## src/rtl/fetch_sequencer_if.sv

```systemverilog
// Control interface between the instruction fetch sequencer and the datapath/execute side.
// The fetch_fault signal exists only when FETCH_TIMEOUT_EN is defined.
interface fetch_sequencer_if;
  logic       run;
  logic       mem_ready;
  logic       exec_done;

  logic       PCout;
  logic       MARin;
  logic       IncPC;
  logic       Zin;
  logic       Zlowout;
  logic       PCin;
  logic       Read;
  logic       Mdatain;
  logic       MDRin;
  logic       MDRout;
  logic       IRin;
  logic       exec_start;
  logic       halted;
  logic [2:0] step;
`ifdef FETCH_TIMEOUT_EN
  logic       fetch_fault;
`endif

  modport master (
    input  run, mem_ready, exec_done,
    output PCout, MARin, IncPC, Zin,
    output Zlowout, PCin, Read, Mdatain, MDRin,
    output MDRout, IRin,
    output exec_start, halted, step
`ifdef FETCH_TIMEOUT_EN
    , output fetch_fault
`endif
  );

  modport slave (
    output run, mem_ready, exec_done,
    input  PCout, MARin, IncPC, Zin,
    input  Zlowout, PCin, Read, Mdatain, MDRin,
    input  MDRout, IRin,
    input  exec_start, halted, step
`ifdef FETCH_TIMEOUT_EN
    , input fetch_fault
`endif
  );
endinterface

```

## src/rtl/fetch_sequencer.sv

```systemverilog
// Moore fetch sequencer: IDLE -> T0 -> T1 (memory wait) -> T2 -> EXEC, all outputs registered.
// Optional FETCH_TIMEOUT_EN adds an 8-bit T1 wait counter and a sticky fetch_fault output.
module fetch_sequencer (
  input  logic              clk,
  input  logic              reset_n,
  fetch_sequencer_if.master bus
);

  localparam int unsigned STEP_W = 3;

  typedef enum logic [STEP_W-1:0] {
    IDLE = 3'd0,
    T0   = 3'd1,
    T1   = 3'd2,
    T2   = 3'd3,
    EXEC = 3'd4
  } state_e;

  state_e state_q, state_d;

  logic pc_out_q,  pc_out_d;
  logic mar_in_q,  mar_in_d;
  logic inc_pc_q,  inc_pc_d;
  logic z_in_q,    z_in_d;
  logic zlow_out_q, zlow_out_d;
  logic pc_in_q,   pc_in_d;
  logic read_q,    read_d;
  logic mdata_in_q, mdata_in_d;
  logic mdr_in_q,  mdr_in_d;
  logic mdr_out_q, mdr_out_d;
  logic ir_in_q,   ir_in_d;
  logic exec_start_q, exec_start_d;
  logic halted_q,  halted_d;

`ifdef FETCH_TIMEOUT_EN
  localparam int unsigned            WAIT_W   = 8;
  localparam logic [WAIT_W-1:0]      WAIT_MAX = '1;
  logic [WAIT_W-1:0] wait_cnt_q, wait_cnt_d;
  logic              fault_q,    fault_d;
`endif

  // Next state, then outputs derived from the next state so they line up with state_q
  always_comb begin
    state_d      = state_q;
`ifdef FETCH_TIMEOUT_EN
    wait_cnt_d   = wait_cnt_q;
    fault_d      = fault_q;
`endif

    case (state_q)
      IDLE: if (bus.run) state_d = T0;
      T0:   state_d = T1;
      T1: begin
        if (bus.mem_ready) begin
          state_d = T2;
        end else begin
`ifdef FETCH_TIMEOUT_EN
          wait_cnt_d = wait_cnt_q + WAIT_W'(1);
          if (wait_cnt_d == WAIT_MAX) begin
            state_d = IDLE;
            fault_d = 1'b1;
          end
`endif
        end
      end
      T2:   state_d = EXEC;
      EXEC: if (bus.exec_done) state_d = bus.run ? T0 : IDLE;
      default: state_d = IDLE;
    endcase

`ifdef FETCH_TIMEOUT_EN
    if (state_d != T1) wait_cnt_d = '0;
`endif

    pc_out_d     = (state_d == T0);
    mar_in_d     = (state_d == T0);
    inc_pc_d     = (state_d == T0);
    z_in_d       = (state_d == T0);
    zlow_out_d   = (state_d == T1);
    // PCin only on the T0->T1 transition, not on wait cycles
    pc_in_d      = (state_d == T1) && (state_q == T0);
    read_d       = (state_d == T1);
    mdata_in_d   = (state_d == T1);
    mdr_in_d     = (state_d == T1);
    mdr_out_d    = (state_d == T2);
    ir_in_d      = (state_d == T2);
    exec_start_d = (state_d == EXEC) && (state_q == T2);
    halted_d     = (state_d == IDLE);
  end

  always_ff @(posedge clk or negedge reset_n) begin
    if (!reset_n) begin
      state_q      <= IDLE;
      pc_out_q     <= 1'b0;
      mar_in_q     <= 1'b0;
      inc_pc_q     <= 1'b0;
      z_in_q       <= 1'b0;
      zlow_out_q   <= 1'b0;
      pc_in_q      <= 1'b0;
      read_q       <= 1'b0;
      mdata_in_q   <= 1'b0;
      mdr_in_q     <= 1'b0;
      mdr_out_q    <= 1'b0;
      ir_in_q      <= 1'b0;
      exec_start_q <= 1'b0;
      halted_q     <= 1'b1;
`ifdef FETCH_TIMEOUT_EN
      wait_cnt_q   <= '0;
      fault_q      <= 1'b0;
`endif
    end else begin
      state_q      <= state_d;
      pc_out_q     <= pc_out_d;
      mar_in_q     <= mar_in_d;
      inc_pc_q     <= inc_pc_d;
      z_in_q       <= z_in_d;
      zlow_out_q   <= zlow_out_d;
      pc_in_q      <= pc_in_d;
      read_q       <= read_d;
      mdata_in_q   <= mdata_in_d;
      mdr_in_q     <= mdr_in_d;
      mdr_out_q    <= mdr_out_d;
      ir_in_q      <= ir_in_d;
      exec_start_q <= exec_start_d;
      halted_q     <= halted_d;
`ifdef FETCH_TIMEOUT_EN
      wait_cnt_q   <= wait_cnt_d;
      fault_q      <= fault_d;
`endif
    end
  end

  assign bus.PCout      = pc_out_q;
  assign bus.MARin      = mar_in_q;
  assign bus.IncPC      = inc_pc_q;
  assign bus.Zin        = z_in_q;
  assign bus.Zlowout    = zlow_out_q;
  assign bus.PCin       = pc_in_q;
  assign bus.Read       = read_q;
  assign bus.Mdatain    = mdata_in_q;
  assign bus.MDRin      = mdr_in_q;
  assign bus.MDRout     = mdr_out_q;
  assign bus.IRin       = ir_in_q;
  assign bus.exec_start = exec_start_q;
  assign bus.halted     = halted_q;
  assign bus.step       = STEP_W'(state_q);
`ifdef FETCH_TIMEOUT_EN
  assign bus.fetch_fault = fault_q;
`endif

endmodule
```

## src/flat_wrapper.sv

```systemverilog
// flat-port wrapper written by rule: the top's interface ports become plain ports
module fetch_sequencer_flat 
  (clk, reset_n, bus_run, bus_mem_ready, bus_exec_done, bus_PCout, bus_MARin, bus_IncPC, bus_Zin, bus_Zlowout, bus_PCin, bus_Read, bus_Mdatain, bus_MDRin, bus_MDRout, bus_IRin, bus_exec_start, bus_halted, bus_step);
  fetch_sequencer_if bus_i ();
  input  logic clk;
  input  logic reset_n;
  input wire logic [$bits(bus_i.run)-1:0] bus_run;
  input wire logic [$bits(bus_i.mem_ready)-1:0] bus_mem_ready;
  input wire logic [$bits(bus_i.exec_done)-1:0] bus_exec_done;
  output wire logic [$bits(bus_i.PCout)-1:0] bus_PCout;
  output wire logic [$bits(bus_i.MARin)-1:0] bus_MARin;
  output wire logic [$bits(bus_i.IncPC)-1:0] bus_IncPC;
  output wire logic [$bits(bus_i.Zin)-1:0] bus_Zin;
  output wire logic [$bits(bus_i.Zlowout)-1:0] bus_Zlowout;
  output wire logic [$bits(bus_i.PCin)-1:0] bus_PCin;
  output wire logic [$bits(bus_i.Read)-1:0] bus_Read;
  output wire logic [$bits(bus_i.Mdatain)-1:0] bus_Mdatain;
  output wire logic [$bits(bus_i.MDRin)-1:0] bus_MDRin;
  output wire logic [$bits(bus_i.MDRout)-1:0] bus_MDRout;
  output wire logic [$bits(bus_i.IRin)-1:0] bus_IRin;
  output wire logic [$bits(bus_i.exec_start)-1:0] bus_exec_start;
  output wire logic [$bits(bus_i.halted)-1:0] bus_halted;
  output wire logic [$bits(bus_i.step)-1:0] bus_step;
  assign bus_i.run = bus_run;
  assign bus_i.mem_ready = bus_mem_ready;
  assign bus_i.exec_done = bus_exec_done;
  assign bus_PCout = bus_i.PCout;
  assign bus_MARin = bus_i.MARin;
  assign bus_IncPC = bus_i.IncPC;
  assign bus_Zin = bus_i.Zin;
  assign bus_Zlowout = bus_i.Zlowout;
  assign bus_PCin = bus_i.PCin;
  assign bus_Read = bus_i.Read;
  assign bus_Mdatain = bus_i.Mdatain;
  assign bus_MDRin = bus_i.MDRin;
  assign bus_MDRout = bus_i.MDRout;
  assign bus_IRin = bus_i.IRin;
  assign bus_exec_start = bus_i.exec_start;
  assign bus_halted = bus_i.halted;
  assign bus_step = bus_i.step;
  fetch_sequencer u_core (.clk(clk), .reset_n(reset_n), .bus(bus_i));
endmodule
```

## config.mk

```make
export PLATFORM = sky130hd
export DESIGN_NAME = fetch_sequencer_flat
export DESIGN_NICKNAME = d
export VERILOG_FILES = /design/src/rtl/fetch_sequencer_if.sv /design/src/rtl/fetch_sequencer.sv /design/src/flat_wrapper.sv
export SDC_FILE = /design/constraint.sdc
export NUM_CORES = 1
export LEC_CHECK = 0
export CAP_MARGIN = 20
export CORE_AREA = 5 5 42 44
export DETAILED_ROUTE_END_ITERATION = 10
export DIE_AREA = 0 0 47 49
export SLEW_MARGIN = 20
export SYNTH_ARGS = -nofsm -noshare
export SYNTH_HDL_FRONTEND = slang
export SYNTH_SLANG_ARGS = --single-unit
```

## constraint.sdc

```tcl
create_clock -name clk -period 1.2 [get_ports clk]
set_input_delay 0.24 -clock clk [delete_from_list [all_inputs] [get_ports clk]]
set_output_delay 0.24 -clock clk [all_outputs]
set_load 0.01 [all_outputs]
```

==> flow_summary.ini, run 1 <==
[placement]
place_inst = 67
gp_routability_congestion = 0.742
port_buffers = 20
place_hpwl_um = 599
dpl_cell_area_um2 = 584

[setup_path]
cp_top_family = flip-flops
critical_path_required_ns = 0.96
critPathKind = flip-flop to output port
end_kind = output port
path_buf_inv = 1
timing.rr.start = u_core.bus.step[0]$_DFF_PN0_
worstPathArrival_ns = 0.94
crit_path_start_kind = flip-flop
path_cells = dlygate4sd2_1
cpPeakStageDelay_ns = 0.39
crit_slowest_cell = dfrtp_1
crit_start = u_core.bus.PCout$_DFF_PN0_
critical_path_peak_fanout = 4

[synthesis]
synthCells = 35
synthDistinctLibCells = 15
ys_warn_count = 0
syn_nets = 40
synth.area.top_cells = dfrtp_1 51%, buf_4 13%, dfstp_2 6.7%
synth-seq-cells = 9
syn_area_um2 = 394
synth_top_area_cell = dfrtp_1
yosysTopAreaCellShare = 0.508
ys_seq_area_frac = 0.575
synth_area_per_cell_um2 = 11.3

[clock_network]
htree_num_levels = 1
numClockSinks = 9
clock-root-buffer = clkbuf_4
cts_buffer_depth = 2
clock_latency_ns = 0.26
numCtsBuffers = 3
clkTransAtPathRegs_ns = 0.06
tritoncts = done
postCtsHoldBufs = 0

[floorplanning]
core_area_um2 = 1400
die_x_um = 47
die_y_um = 49
start_util = 0.281
ioPinCount = 21
fp-row-count = 14
dieArea_um2 = 2300

[hold_path]
hold_path_class = primary input to asynchronous set/reset pin

[timing]
fmax_ghz = 0.847
hold_viol = 0
post-route-period-util = 0.984
hold_ws_ns = 0.269
fin_skew_ns = 0.00514
final.min_clock_period_ns = 1.18
finalSetupViolCount = 0
slew_violations = 0
max_slew.worst_pin.slew_ns = 0.399
relSlewSlack = 0.733
rsz0062_at_grt = true

[route]
drc_errors = 0
wirelength_um = 843
routedWlPerCell_um = 11.9
antenna_left = 0
first_pass_iters = 4
initialDrtViolationCount = 5
vias = 320
vias_per_cell = 4.51

[global_routing]
grt_antenna_before_repair = 0
grt_max_degree = 10
grt_pass1_vias = 325
grt_pass1_wl_um = 1440
grt_overflow_total = 0
track_usage = 0.0863

[cells_and_area]
nets = 61
area_growth_syn_to_layout_pct = 51.1
stdcell_count = 71
final_area_um2 = 596
layout_common_cells = 8 x dlygate4sd2_1, 8 x dfrtp_1, 7 x clkdlybuf4s15_1, 4 x clkdlybuf4s50_1
antennaDiodeCount = 0
final_util = 0.425
drive_gt1_frac = 0.145

[pwr]
powerDensity_nw_per_um2 = 2450
ir_drop_v = 0.00112
p_leak_nw = 0.303
p_total_w = 0.00146

[job]
cap_violations = 0

[status]
status = finished, final reports clean
==> power breakdown <==
group / internal (W) / switching, W / total (W)
clock network: 0.000128 / 0.000106 / 0.000234
registers: 0.000432 / 0.0000532 / 0.000485
logic: 0.000375 / 0.000363 / 0.000738
total: 0.000934 / 0.000522 / 0.00146
==> sequential cells by signal, summed over array words and instances, names as in the netlist <==
| register | flops |
|---|---|
| u_core.bus.MDRout | 1 |
| u_core.bus.PCin | 1 |
| u_core.bus.PCout | 1 |
| u_core.bus.Zlowout | 1 |
| u_core.bus.exec_start | 1 |
| u_core.bus.halted | 1 |
| u_core.bus.step | 3 |
==> cell type report <==
type,count,area (um2)
fillers,149,806
inverters,1,3.75
clock buffers,4,26.3
repair buffers,23,208
multi-input cells,18,111
flip-flops and latches,9,226
well taps,16,20.0
==> layer usage <==
metal  track usage  share of wire  vias up
li1              -              -      152
met1         0.103           0.38      152
met2         0.127           0.50       16
met3        0.0406           0.11        0
met4        0.0415              0        0
met5             0              0        -
==> worst paths after layout <==
kind	to	slack [ns]	depth (start not counted)
worst max register to register	u_core.bus.Zlowout$_DFF_PN0_	0.15	4
worst min register to register	u_core.bus.step[0]$_DFF_PN0_	0.58	2
min in group clk	u_core.bus.step[0]$_DFF_PN0_	0.58	2
max in group asynchronous	u_core.bus.halted$_DFF_PN1_	0.61	1
worst min-delay path	u_core.bus.step[2]$_DFF_PN0_	0.27	1
worst max-delay path	bus_Zin	0.02	1
==> synthesized netlist by cell type <==
cell	number
and3b_1	1
nand2b_1	3
a21oi_1	2
nor3b_1	2
nand2_1	1
dfstp_2	1
nor2_1	1
buf_4	7
o21ai_0	3
nand3b_1	2
and3_1	1
dfrtp_1	8
inv_1	1
nor2b_1	1
a31o_1	1
==> repair_timing <==
item | in CTS | in global routing
endpoints found under the setup margin | 16 | 10
pin swaps | 0 | 0
resized for setup | 19 | 7
hold endpoints to repair | 0 | 0
setup buffers | 0 | 0
==> kinds of logic after synthesis <==
family	after synthesis	share of synthesized area
and+or+nand+nor	12	0.197
DFF	9	0.575
buffers and inverters	8	0.143
AOI/OAI and AO/OA	6	0.0857
==> metrics by stage <==
step           worst slack, ns  setup TNS [ns]
5_1_grt                -0.0333         -0.0984
3_5_place_dp           -0.0580         -0.0580
4_1_cts                0.00474               0
2_1_floorplan            0.223               0
3_3_place_gp           -0.0528         -0.0528
6_report                0.0193               0
No activity file was read; power rests on OpenSTA's default activity.
==> run 2: changes to the inputs <==
CTS_BUF_LIST = sky130_fd_sc_hd__clkbuf_8 sky130_fd_sc_hd__clkbuf_16   (was not set)
==> flow_summary.ini, run 2 (same netlist as run 1, synthesis figures left out) <==
[status]
status = finished, final reports clean

[floorplanning]
die_y_um = 49
ioPinCount = 21
fp-row-count = 14
dieArea_um2 = 2300
start_util = 0.281
core_area_um2 = 1400
die_x_um = 47

[clock_network]
clock-root-buffer = clkbuf_8
cts_buffer_depth = 2
post-cts-setup-buffer-count = 0
clock_latency_ns = 0.23
numClockSinks = 9
tritoncts = done
clkTransAtPathRegs_ns = 0.04
htree_num_levels = 1
numCtsBuffers = 3

[setup_path]
cp_top_family = flip-flops
worstPathArrival_ns = 0.90
end_kind = output port
crit_path_start_kind = flip-flop
crit_slowest_cell = dfrtp_1
path_buf_inv = 1
critical_path_required_ns = 0.96
critPathKind = flip-flop to output port
path_cells = dlygate4sd2_1
critical_path_peak_fanout = 4
cpPeakStageDelay_ns = 0.38

[placement]
dpl_cell_area_um2 = 584
place_inst = 67
place_hpwl_um = 599
gp_routability_congestion = 0.742
port_buffers = 20
dp_slack_ns = -0.0580

[timing]
hold_ws_ns = 0.303
post-route-period-util = 0.953
finalSetupViolCount = 0
fin_tns_setup_ns = 0
fmax_ghz = 0.875
setup_slack_ns = 0.0568
rsz0062_at_grt = false
fin_skew_ns = 0.00295
slew_violations = 0
max_slew.worst_pin.slew_ns = 0.400
final.min_clock_period_ns = 1.14
hold_viol = 0
relSlewSlack = 0.732

[cells_and_area]
drive_gt1_frac = 0.145
layout_common_cells = 15 x dlygate4sd2_1, 8 x dfrtp_1, 4 x clkdlybuf4s50_1
final_common_cell = dlygate4sd2_1
area_growth_syn_to_layout_pct = 53.7
largest_register_ff_count = 3
final_area_um2 = 606
nets = 61
stdcell_count = 71
antennaDiodeCount = 0

[global_routing]
grt_pass1_vias = 315
track_usage = 0.0884
grt_antenna_before_repair = 0
grt_pass1_wl_um = 1410
grt_overflow_total = 0
grt_max_degree = 10

[hold_path]
hold_path_class = primary input to asynchronous set/reset pin

[route]
initialDrtViolationCount = 2
vias = 326
antenna_left = 0
vias_per_cell = 4.59
routedWlPerCell_um = 11.7
wirelength_um = 829
drc_errors = 0
first_pass_iters = 2

[pwr]
ir_drop_v = 0.00116
p_leak_nw = 0.330
powerDensity_nw_per_um2 = 2530

[job]
cap_violations = 0
-- run 2: per-layer routing --
metal	vias up	share of wire	track usage	wire length, um
li1	153	-	-	-
met1	153	0.39	0.105	325
met2	16	0.46	0.118	380
met3	4	0.11	0.0406	94
met4	0	0.035	0.0691	29
met5	-	0	0	0
-- run 2: where the power goes --
| group | leakage [nW] | switching (W) | total (W) | internal, W |
|---|---|---|---|---|
| Sequential | 0.115 | 0.0000490 | 0.000482 | 0.000433 |
| Combinational | 0.188 | 0.000357 | 0.000712 | 0.000355 |
| Clock | 0.0269 | 0.000114 | 0.000337 | 0.000222 |
-- run 2: per-stage QoR --
stage | power, W | utilization
final | 0.00153 | 0.432
after CTS | 0.00157 | 0.437
after detailed placement | 0.00136 | 0.417
after global placement | 0.00135 | 0.417
after global routing | 0.00166 | 0.432
after floorplan | 0.000936 | -
-- run 2: area by class of cell --
class	count	area, um2
fillers	151	796
flip-flops and latches	9	226
repair buffers	23	199
multi-input cells	18	111
clock buffers	3	41.3
well taps	16	20.0
clock inverters	1	3.75
inverters	1	3.75
-- run 2: path summary, 6_finish.rpt --
path / startpoint / end / cells after the start / slack, ns
worst min register to register: u_core.bus.step[1]$_DFF_PN0_ / u_core.bus.PCin$_DFF_PN0_ / 2 / 0.57
worst max-delay path: u_core.bus.Zlowout$_DFF_PN0_ / bus_MDRin / 1 / 0.06
min in group clk: u_core.bus.step[1]$_DFF_PN0_ / u_core.bus.PCin$_DFF_PN0_ / 2 / 0.57
max in group asynchronous: reset_n / u_core.bus.halted$_DFF_PN1_ / 1 / 0.58
worst max register to register: u_core.bus.step[0]$_DFF_PN0_ / u_core.bus.Zlowout$_DFF_PN0_ / 4 / 0.16
worst min-delay path: reset_n / u_core.bus.step[2]$_DFF_PN0_ / 1 / 0.30
-- run 2: repair_timing --
action / in CTS / in global routing
pin swaps: 0 / 0
endpoints found under the setup margin: 16 / 1
resized for setup: 18 / 1
hold buffers: 0 / 0
==> run 3: changes to the inputs <==
CORE_AREA = 2 2 39 41   (was 5 5 42 44)
DIE_AREA = 0 0 41 43   (was 0 0 47 49)
==> flow_summary.ini, run 3 (same netlist as run 1, synthesis figures left out) <==
[pwr]
p_leak_nw = 0.330
combPwrFrac = 0.459
seqPwrFrac = 0.316
clkPwrFrac = 0.226
p_switching_w = 0.000511
ir_drop_v = 0.000796
powerDensity_nw_per_um2 = 2510
p_int_w = 0.00101
swShare = 0.336

[route]
wirelength_um = 700
drc_errors = 0
vias_per_cell = 4.25
antenna_left = 0
initialDrtViolationCount = 5
vias = 302
routedWlPerCell_um = 9.86
first_pass_iters = 4

[cells_and_area]
stdcell_count = 71
final_area_um2 = 606
drive_gt1_frac = 0.145
area_growth_syn_to_layout_pct = 53.7
final_common_cell = dlygate4sd2_1
nets = 61
layout_common_cells = 15 x dlygate4sd2_1, 8 x dfrtp_1, 4 x clkdlybuf4s50_1
antennaDiodeCount = 0
largest_register_ff_count = 3

[setup_path]
crit_path_start_kind = flip-flop
critical_path_peak_fanout = 4
critical_path_required_ns = 0.96
cpPeakStageDelay_ns = 0.38
critPathKind = flip-flop to output port
regToRegSetupSlack_ns = 0.18
endpoint = bus_PCout
worstPathArrival_ns = 0.90
crit_slowest_cell = dfrtp_1
path_buf_inv = 1
r2r_end = u_core.bus.Zlowout$_DFF_PN0_
cp.depth = 1
cp_top_family = flip-flops
crit_start = u_core.bus.PCout$_DFF_PN0_
path_cells = dlygate4sd2_1
timing.rr.start = u_core.bus.step[0]$_DFF_PN0_
rr_worst_depth = 4
end_kind = output port

[timing]
slew_violations = 0
max_slew.worst_pin.slew_ns = 0.375
fin_tns_setup_ns = 0
hold_viol = 0
final.min_clock_period_ns = 1.14
setup_slack_ns = 0.0594
post-route-period-util = 0.951
fin_skew_ns = 0.00132
finalSetupViolCount = 0
hold_ws_ns = 0.292
fmax_ghz = 0.877
rsz0062_at_grt = false
relSlewSlack = 0.749

[placement]
place_hpwl_um = 531
dpl_cell_area_um2 = 584
port_buffers = 20
dp_slack_ns = -0.0506
gp_routability_congestion = 0.767
place_inst = 67

[global_routing]
grt_pass1_vias = 271
track_usage = 0.105
grt_max_degree = 10
grt_pass1_wl_um = 1200
grt_antenna_before_repair = 0
grt_overflow_total = 0

[floorplanning]
fp-row-count = 14
start_util = 0.285
die_x_um = 41
core_area_um2 = 1380
ioPinCount = 21
die_y_um = 43
dieArea_um2 = 1760

[clock_network]
htree_num_levels = 1
clock_latency_ns = 0.23
numCtsBuffers = 3
tritoncts = done
clock-root-buffer = clkbuf_8
cts_buffer_depth = 2
post-cts-setup-buffer-count = 0
clkTransAtPathRegs_ns = 0.04
numClockSinks = 9

[hold_path]
hold_path_class = primary input to asynchronous set/reset pin

[status]
status = finished, final reports clean

[job]
cap_violations = 0
[run 3: cell counts in the layout (fill, tap and decap cells not counted)]
No cell type changed its count.
[run 3: repair_timing]
action | CTS | global route
hold buffers | 0 | 0
endpoints found under the setup margin | 16 | 1
resized for setup | 18 | 1
pin swaps | 0 | 0
[run 3: through the flow]
| stage | util | total power [W] |
|---|---|---|
| after detailed placement | 0.422 | 0.00134 |
| final | 0.438 | 0.00152 |
| after global placement | 0.422 | 0.00134 |
| after floorplan | - | 0.000936 |
| after CTS | 0.442 | 0.00155 |
| after global routing | 0.438 | 0.00165 |
[run 3: metal layers]
layer | global-route usage | share of wire
met1 | 0.133 | 0.39
met3 | 0.0157 | 0.10
met5 | 0 | 0
met4 | 0.0800 | 0.030
met2 | 0.150 | 0.48
[run 3: worst min path at each step]
stage	startpoint	endpoint	cells after the start	slack (ns)
floorplan	reset_n	u_core.bus.MDRout$_DFF_PN0_	0	-0.06
global placement	reset_n	u_core.bus.PCout$_DFF_PN0_	1	0.56
detailed placement	reset_n	u_core.bus.PCout$_DFF_PN0_	1	0.56
CTS	reset_n	u_core.bus.PCout$_DFF_PN0_	1	0.31
global route	reset_n	u_core.bus.Zlowout$_DFF_PN0_	1	0.33
finish	reset_n	u_core.bus.exec_start$_DFF_PN0_	1	0.29
[run 3: power by group through the flow]
stage / Sequential (W) / Combinational (W) / Clock, W
final: 0.000480 / 0.000698 / 0.000343
after global routing: 0.000499 / 0.000784 / 0.000368
after CTS: 0.000485 / 0.000715 / 0.000354
after detailed placement: 0.000495 / 0.000848 / 0
after global placement: 0.000492 / 0.000845 / 0
after floorplan: 0.000604 / 0.000332 / 0
[run 3: cell type report]
type / instances / area (um2)
fillers: 142 / 778
flip-flops and latches: 9 / 226
repair buffers: 23 / 199
multi-input cells: 18 / 111
clock buffers: 3 / 41.3
well taps: 16 / 20.0
clock inverters: 1 / 3.75
inverters: 1 / 3.75
[run 3: worst reg2reg max path, cell delays in order (launching register included)]
cell and delay [ns]:
dfrtp_1 0.37, buf_4 0.15, nand2b_1 0.17, o21ai_0 0.13, nor2b_1 0.13
